<file path="src/rtl/spi_master_driver_pkg.sv">
// Shared SPI definitions: bus mode, slave-select level helper and the
// control FSM state encoding used by the master and slave drivers.
package spi_master_driver_pkg;

  typedef enum logic [1:0] {
    SPI_MODE_0,
    SPI_MODE_1,
    SPI_MODE_2,
    SPI_MODE_3
  } spiMode_e;

  localparam spiMode_e SPI_MODE = SPI_MODE_0;

  typedef logic [2:0] spiState_t;

  localparam spiState_t ST_IDLE  = 3'd0;
  localparam spiState_t ST_LEAD  = 3'd1;
  localparam spiState_t ST_HIGH  = 3'd2;
  localparam spiState_t ST_LOW   = 3'd3;
  localparam spiState_t ST_TRAIL = 3'd4;
  localparam spiState_t ST_GUARD = 3'd5;

  // Electrical SS level for an asserted/deasserted select.
  function automatic logic ssLevel(input logic activeLow, input logic asserted);
    return asserted ^ activeLow;
  endfunction

endpackage

</file>
<file path="src/rtl/spi_shift_reg.sv">
// Parameterised load / serial-in / serial-out shift register shared by the
// TX and RX paths; LSB_FIRST selects the shift direction.
module spi_shift_reg
  import spi_master_driver_pkg::*;
#(
  parameter int WIDTH     = 16,
  parameter bit LSB_FIRST = 1'b0
) (
  input  logic             clk,
  input  logic             rst_n,
  input  logic             i_load,
  input  logic [WIDTH-1:0] i_loadData,
  input  logic             i_shift,
  input  logic             i_serialIn,
  output logic [WIDTH-1:0] o_data,
  output logic             o_serialOut
);

  logic [WIDTH-1:0] r_data;

  always_ff @(posedge clk or negedge rst_n) begin
    if (!rst_n) begin
      r_data <= '0;
    end else if (i_load) begin
      r_data <= i_loadData;
    end else if (i_shift) begin
      r_data <= LSB_FIRST ? {i_serialIn, r_data[WIDTH-1:1]}
                          : {r_data[WIDTH-2:0], i_serialIn};
    end
  end

  assign o_data      = r_data;
  assign o_serialOut = LSB_FIRST ? r_data[0] : r_data[WIDTH-1];

endmodule

</file>
<file path="src/rtl/spi_master_driver.sv">
// SPI mode-0 master: serialises one word on MOSI and captures one from MISO
// per transfer, generating SS and SCLK from sys_clk with a ready/new-data handshake.
module spi_master_driver
  import spi_master_driver_pkg::*;
#(
  parameter bit SS_ACTIVE_LOW    = 1'b1,
  parameter bit LSB_FIRST        = 1'b0,
  parameter int NUM_DATA_BITS    = 16,
  parameter int SCLK_HALF_PERIOD = 8
) (
  input  logic                     sys_clk,
  input  logic                     rst,
  input  logic                     comm_start,
  input  logic                     comm_abort,
  input  logic                     mosi_send_enable,
  input  logic [NUM_DATA_BITS-1:0] mosi_data,
  output logic                     bus_ready,
  output logic                     miso_new_data,
  output logic [NUM_DATA_BITS-1:0] miso_data,
  output logic                     ss_out,
  output logic                     sclk_out,
  output logic                     mosi_out,
  input  logic                     miso_in
);

  localparam int PW = $clog2(SCLK_HALF_PERIOD);
  localparam int BW = $clog2(NUM_DATA_BITS);
  localparam logic [PW-1:0] PHASE_LAST = PW'(SCLK_HALF_PERIOD - 1);
  localparam logic [BW-1:0] BIT_LAST   = BW'(NUM_DATA_BITS - 1);
  localparam logic SS_ON     = ssLevel(SS_ACTIVE_LOW, 1'b1);
  localparam logic SS_OFF    = ssLevel(SS_ACTIVE_LOW, 1'b0);
  localparam logic SCLK_IDLE = (SPI_MODE == SPI_MODE_2) || (SPI_MODE == SPI_MODE_3);

  spiState_t          r_state;
  logic [PW-1:0]      r_phase;
  logic [BW-1:0]      r_bitCnt;
  logic               r_busReady;
  logic               r_newData;
  logic [NUM_DATA_BITS-1:0] r_misoData;
  logic               r_ss;
  logic               r_sclk;

  logic               w_phaseEnd;
  logic               w_lastBit;
  logic               w_inTransfer;
  logic               w_abort;
  logic               w_accept;
  logic               w_highEnd;
  logic               w_txLoad;
  logic               w_txShift;
  logic [NUM_DATA_BITS-1:0] w_txLoadData;
  logic [NUM_DATA_BITS-1:0] w_txData;
  logic               w_txSerial;
  logic [NUM_DATA_BITS-1:0] w_rxData;
  logic               w_rxSerial;
  logic               w_unusedBits;

  assign w_phaseEnd   = (r_phase == PHASE_LAST);
  assign w_lastBit    = (r_bitCnt == BIT_LAST);
  assign w_inTransfer = (r_state == ST_LEAD) || (r_state == ST_HIGH) ||
                        (r_state == ST_LOW)  || (r_state == ST_TRAIL);
  assign w_abort      = comm_abort && w_inTransfer;
  assign w_accept     = (r_state == ST_IDLE) && comm_start && !comm_abort;
  assign w_highEnd    = (r_state == ST_HIGH) && w_phaseEnd && !comm_abort;

  // Loading zeros on the last sample or an abort parks MOSI low without a separate flop.
  assign w_txLoad     = w_accept || w_abort || (w_highEnd && w_lastBit);
  assign w_txShift    = w_highEnd && !w_lastBit;
  assign w_txLoadData = (w_accept && mosi_send_enable) ? mosi_data : '0;

  spi_shift_reg #(
    .WIDTH     (NUM_DATA_BITS),
    .LSB_FIRST (LSB_FIRST)
  ) u_txReg (
    .clk         (sys_clk),
    .rst_n       (rst),
    .i_load      (w_txLoad),
    .i_loadData  (w_txLoadData),
    .i_shift     (w_txShift),
    .i_serialIn  (1'b0),
    .o_data      (w_txData),
    .o_serialOut (w_txSerial)
  );

  spi_shift_reg #(
    .WIDTH     (NUM_DATA_BITS),
    .LSB_FIRST (LSB_FIRST)
  ) u_rxReg (
    .clk         (sys_clk),
    .rst_n       (rst),
    .i_load      (w_accept),
    .i_loadData  ('0),
    .i_shift     (w_highEnd),
    .i_serialIn  (miso_in),
    .o_data      (w_rxData),
    .o_serialOut (w_rxSerial)
  );

  assign w_unusedBits = ^{w_txData, w_rxSerial};

  always_ff @(posedge sys_clk or negedge rst) begin
    if (!rst) begin
      r_state    <= ST_GUARD;
      r_phase    <= '0;
      r_bitCnt   <= '0;
      r_busReady <= 1'b0;
      r_newData  <= 1'b0;
      r_misoData <= '0;
      r_ss       <= SS_OFF;
      r_sclk     <= SCLK_IDLE;
    end else begin
      r_newData <= 1'b0;
      if (w_abort) begin
        r_state <= ST_GUARD;
        r_phase <= '0;
        r_ss    <= SS_OFF;
        r_sclk  <= SCLK_IDLE;
      end else if (r_state == ST_IDLE) begin
        if (w_accept) begin
          r_state    <= ST_LEAD;
          r_phase    <= '0;
          r_bitCnt   <= '0;
          r_busReady <= 1'b0;
          r_ss       <= SS_ON;
        end
      end else begin
        r_phase <= w_phaseEnd ? '0 : r_phase + 1'b1;
        if (w_phaseEnd) begin
          case (r_state)
            ST_LEAD: begin
              r_state <= ST_HIGH;
              r_sclk  <= ~SCLK_IDLE;
            end
            ST_HIGH: begin
              r_sclk <= SCLK_IDLE;
              if (w_lastBit) begin
                r_state <= ST_TRAIL;
              end else begin
                r_state  <= ST_LOW;
                r_bitCnt <= r_bitCnt + 1'b1;
              end
            end
            ST_LOW: begin
              r_state <= ST_HIGH;
              r_sclk  <= ~SCLK_IDLE;
            end
            ST_TRAIL: begin
              r_state    <= ST_GUARD;
              r_ss       <= SS_OFF;
              r_misoData <= w_rxData;
              r_newData  <= 1'b1;
            end
            ST_GUARD: begin
              r_state    <= ST_IDLE;
              r_busReady <= 1'b1;
            end
            default: r_state <= ST_GUARD;
          endcase
        end
      end
    end
  end

  assign bus_ready     = r_busReady;
  assign miso_new_data = r_newData;
  assign miso_data     = r_misoData;
  assign ss_out        = r_ss;
  assign sclk_out      = r_sclk;
  assign mosi_out      = w_txSerial;

endmodule

</file>
<file path="config.mk">
export PLATFORM = sky130hd
export DESIGN_NAME = spi_master_driver
export DESIGN_NICKNAME = d
export VERILOG_FILES = /design/src/rtl/spi_master_driver_pkg.sv /design/src/rtl/spi_shift_reg.sv /design/src/rtl/spi_master_driver.sv
export SDC_FILE = /design/constraint.sdc
export NUM_CORES = 1
export LEC_CHECK = 0
export CORE_MARGIN = 2
export CORE_UTILIZATION = 47
export CTS_CLUSTER_SIZE = 24
export DETAILED_ROUTE_END_ITERATION = 10
export GPL_TIMING_DRIVEN = 0
export PLACE_DENSITY = 0.8
export SETUP_SLACK_MARGIN = 0.3
export SLEW_MARGIN = 20
export SYNTH_ARGS = -nofsm -noshare
export SYNTH_HDL_FRONTEND = slang
export SYNTH_SLANG_ARGS = --single-unit
</file>
<file path="constraint.sdc">
create_clock -name sys_clk -period 5.4 [get_ports sys_clk]
set_input_delay 0.81 -clock sys_clk [delete_from_list [all_inputs] [get_ports sys_clk]]
set_output_delay 0.81 -clock sys_clk [all_outputs]
set_load 0.01 [all_outputs]
</file>
==> impl_metrics.py <==
metrics = {
    "global_route": {
        "grt_pass1_wl_um": 11510,
        "grt_antenna_before_repair": 0,
        "grt.met2_usage_pct": 31.57,
        "track_usage_pct": 19.95,
        "grt_use_met1_pct": 27.46,
        "overflow": 0,
        "use_met3_pct": 5.015,
        "grt_max_degree": 35,
        "grt_pass1_vias": 2444,
        "grt-busiest-layer": "met2",
    },
    "yosys": {
        "synthFlopType": "dfrtp_1",
        "syn_area_um2": 3063,
        "syn_inst": 288,
        "synthArstFlopShare_pct": 100.0,
        "yosysTopAreaCell": "dfrtp_1",
        "ys_warn_count": 0,
        "synth_edf_count": 0,
        "yosysTopAreaCellShare_pct": 48.20,
        "yosysSeqAreaShare_pct": 50.78,
        "synthesis.nets": 313,
        "ys_ff_latch": 62,
        "syn-mean-instance-area_um2": 10.64,
        "ys_types": 40,
        "yosys-top-cells-area": "dfrtp_1 48%, mux2_2 8.5%, nand2_1 4.8%",
    },
    "floorplan": {
        "die_h_um": 84.73,
        "die_x_um": 84.73,
        "coreArea_um2": 6314,
        "initial_utilization_pct": 48.51,
        "io_pins": 43,
        "rows": 29,
        "dieArea_um2": 7178,
    },
    "sta": {
        "rsz0062_at_grt": "false",
        "fin_skew_ns": 0.004831,
        "fin_crit_ns": 2.827,
        "finalHoldViolCount": 0,
        "setup_viol": 0,
        "slew_violations": 0,
        "worst_slew_pin_slew_ns": 0.9326,
        "slew_headroom_pct": 37.31,
        "fmax_ghz": 0.3537,
        "fin_setup_tns_ns": 0,
        "period_share_pct": 52.36,
    },
    "layout": {
        "drive_above_1_share_pct": 20.00,
        "diodes": 0,
        "multiInputGateArea_um2": 1314,
        "final_cell_count_no_fill": 422,
        "finalInstanceArea_um2": 3795,
        "n_fill_cell": 527,
        "fin_nets": 366,
        "finish.utilization_pct": 60.11,
        "regArea_um2": 1555,
        "synthToLayoutAreaGrowth_pct": 23.90,
    },
    "detailed_routing": {
        "ant_nets": 0,
        "routed_wl_um": 6680,
        "route.detailed.drc": 0,
        "via_per_inst": 5.690,
        "drt_iter0_drc": 194,
        "wl_per_cell_um": 15.83,
        "dr.pass1.iters": 4,
        "via_count": 2401,
    },
    "setup_path": {
        "endpoint_kind": "flip-flop",
        "crit_type": "in2reg",
        "crit_arrival_ns": 3.04,
        "crit_path_max_fanout": 10,
        "startpoint": "comm_abort",
        "startpoint_type": "input port",
        "worstPathRequired_ns": 5.61,
        "reg2reg_from": "r_phase[0]",
    },
    "cts": {
        "post_cts_buffers": 0,
        "postCtsHoldBufs": 0,
        "clock-root-buffer": "clkbuf_8",
        "clk_pin_slew_ns": 0.06,
        "cts_tree": "built",
        "cts.sinks": 62,
        "numCtsBuffers": 9,
        "cts_buffer_depth": 2,
        "ctsResizeCount": 0,
        "cts.htree.levels": 3,
        "clkLatencyLatePin_ns": 0.33,
    },
    "power_and_ir_drop": {
        "netSwitchingPower_uw": 382.0,
        "cellPowerDensity_nw_per_um2": 362.7,
        "sw_frac_of_total_pct": 27.75,
        "irDropWorstVdd_uv": 243.1,
        "power_frac_comb_pct": 26.1,
        "power.internal_uw": 994.4,
        "clkPwrFrac_pct": 30.8,
        "pwr-share-seq_pct": 43.1,
        "power_mw": 1.376,
        "leakagePower_nw": 1.641,
    },
    "placed_design": {
        "finalWeightedCongestion": 0.8642,
        "placed_cell_area_um2": 3587,
        "port_buffers": 41,
        "place_inst": 407,
        "hpwl_um": 4625,
    },
    "status": {
        "status": "finished, final reports clean",
    },
    "job": {
        "cap_violations": 0,
    },
    "hold_path": {
        "hold_class": "in2async",
    },
}
==> worst paths after layout <==
kind,end,slack [ns],cells past startpoint
max,miso_data[14],2.57,4
min,miso_new_data,0.40,1
max reg2reg,miso_data[14],3.03,6
min reg2reg,miso_data[9],0.51,1
max in group asynchronous,r_state[2],4.44,2
min in group sys_clk,miso_data[9],0.51,1
==> layer usage <==
metal  part of all wire, %  wire [µm]
met1                    46       3041
met2                    48       3238
met3                   4.7        314
met4                   1.3         85
met5                     0          0
==> cells by family (layout without fill, tap and decap cells) <==
kind of cell	Yosys count	after routing	share of synthesized area, %
buf+inv	43	100	6.332
fa+ha+maj	3	3	1.226
simple gates	79	79	13.36
mux	32	32	12.87
compound gates	68	68	15.16
flops	62	62	50.78
xor+xnor	1	1	0.2860
==> cells in the mapped netlist, types with 3 or more instances <==
| library cell | instances |
|---|---|
| nand2_1 | 39 |
| a21oi_1 | 25 |
| clkbuf_1 | 12 |
| mux2_4 | 9 |
| inv_1 | 18 |
| nand4_1 | 15 |
| buf_6 | 3 |
| o21ai_0 | 9 |
| dfstp_2 | 3 |
| ha_1 | 3 |
| o31ai_1 | 6 |
| nor2_1 | 7 |
| o41ai_1 | 15 |
| mux2_2 | 23 |
| nand3_1 | 4 |
| buf_2 | 8 |
| dfrtp_1 | 59 |
==> flip-flops by register name, summed over array words and instances (netlist names) <==
signal and cells:
bus_ready 1, u_rxReg.o_data 16, u_txReg.o_data 16, r_phase 3, r_bitCnt 4, miso_data 16, ss_out 1, sclk_out 1
miso_new_data 1, r_state 3
==> cells in the final DEF (no fill, tap or decap), drive strengths merged, types with 2 or more instances in the layout <==
master,count
nand3,4
o21ai,9
clkbuf,24
clkdlybuf4s50,40
nor2,7
a21oi,25
buf,15
o41ai,15
o31ai,6
or3,3
mux2,32
dfrtp,59
nor3,2
a21boi,2
and3,2
inv,18
nor4,2
ha,3
nand2,39
dfstp,3
a22o,2
nand4,15
nor2b,2
==> cell type report <==
cell class | count | share of cell area, %
plain buffers | 25 | 3.330
well taps | 77 | 2.539
multi-input cells | 183 | 34.62
clock inverters | 3 | 1.121
inverters | 18 | 1.780
repair buffers | 42 | 11.28
clock buffers | 12 | 4.352
flip-flops and latches | 62 | 40.98
==> metrics by stage <==
stage,hold slack [ns],setup WS [ns]
2_1_floorplan,0.4698,3.213
3_3_place_gp,0.4880,1.563
6_report,0.3983,2.573
3_5_place_dp,0.4956,2.226
5_1_grt,0.4215,2.466
4_1_cts,0.4068,2.576
==> critical path, cell delays in order <==
cell and delay [ns]:
clkdlybuf4s50_1 0.58, nor4_2 0.89, buf_2 0.38, mux2_2 0.37
==> power groups by stage <==
stage | sequential (mW) | clock, mW | combinational [mW]
after floorplan | 0.593 | 0 | 0.262
after global placement | 0.596 | 0 | 0.340
after detailed placement | 0.601 | 0 | 0.359
after CTS | 0.593 | 0.428 | 0.360
after global routing | 0.605 | 0.449 | 0.398
final | 0.593 | 0.424 | 0.359
(Power assumes the default switching activity.)
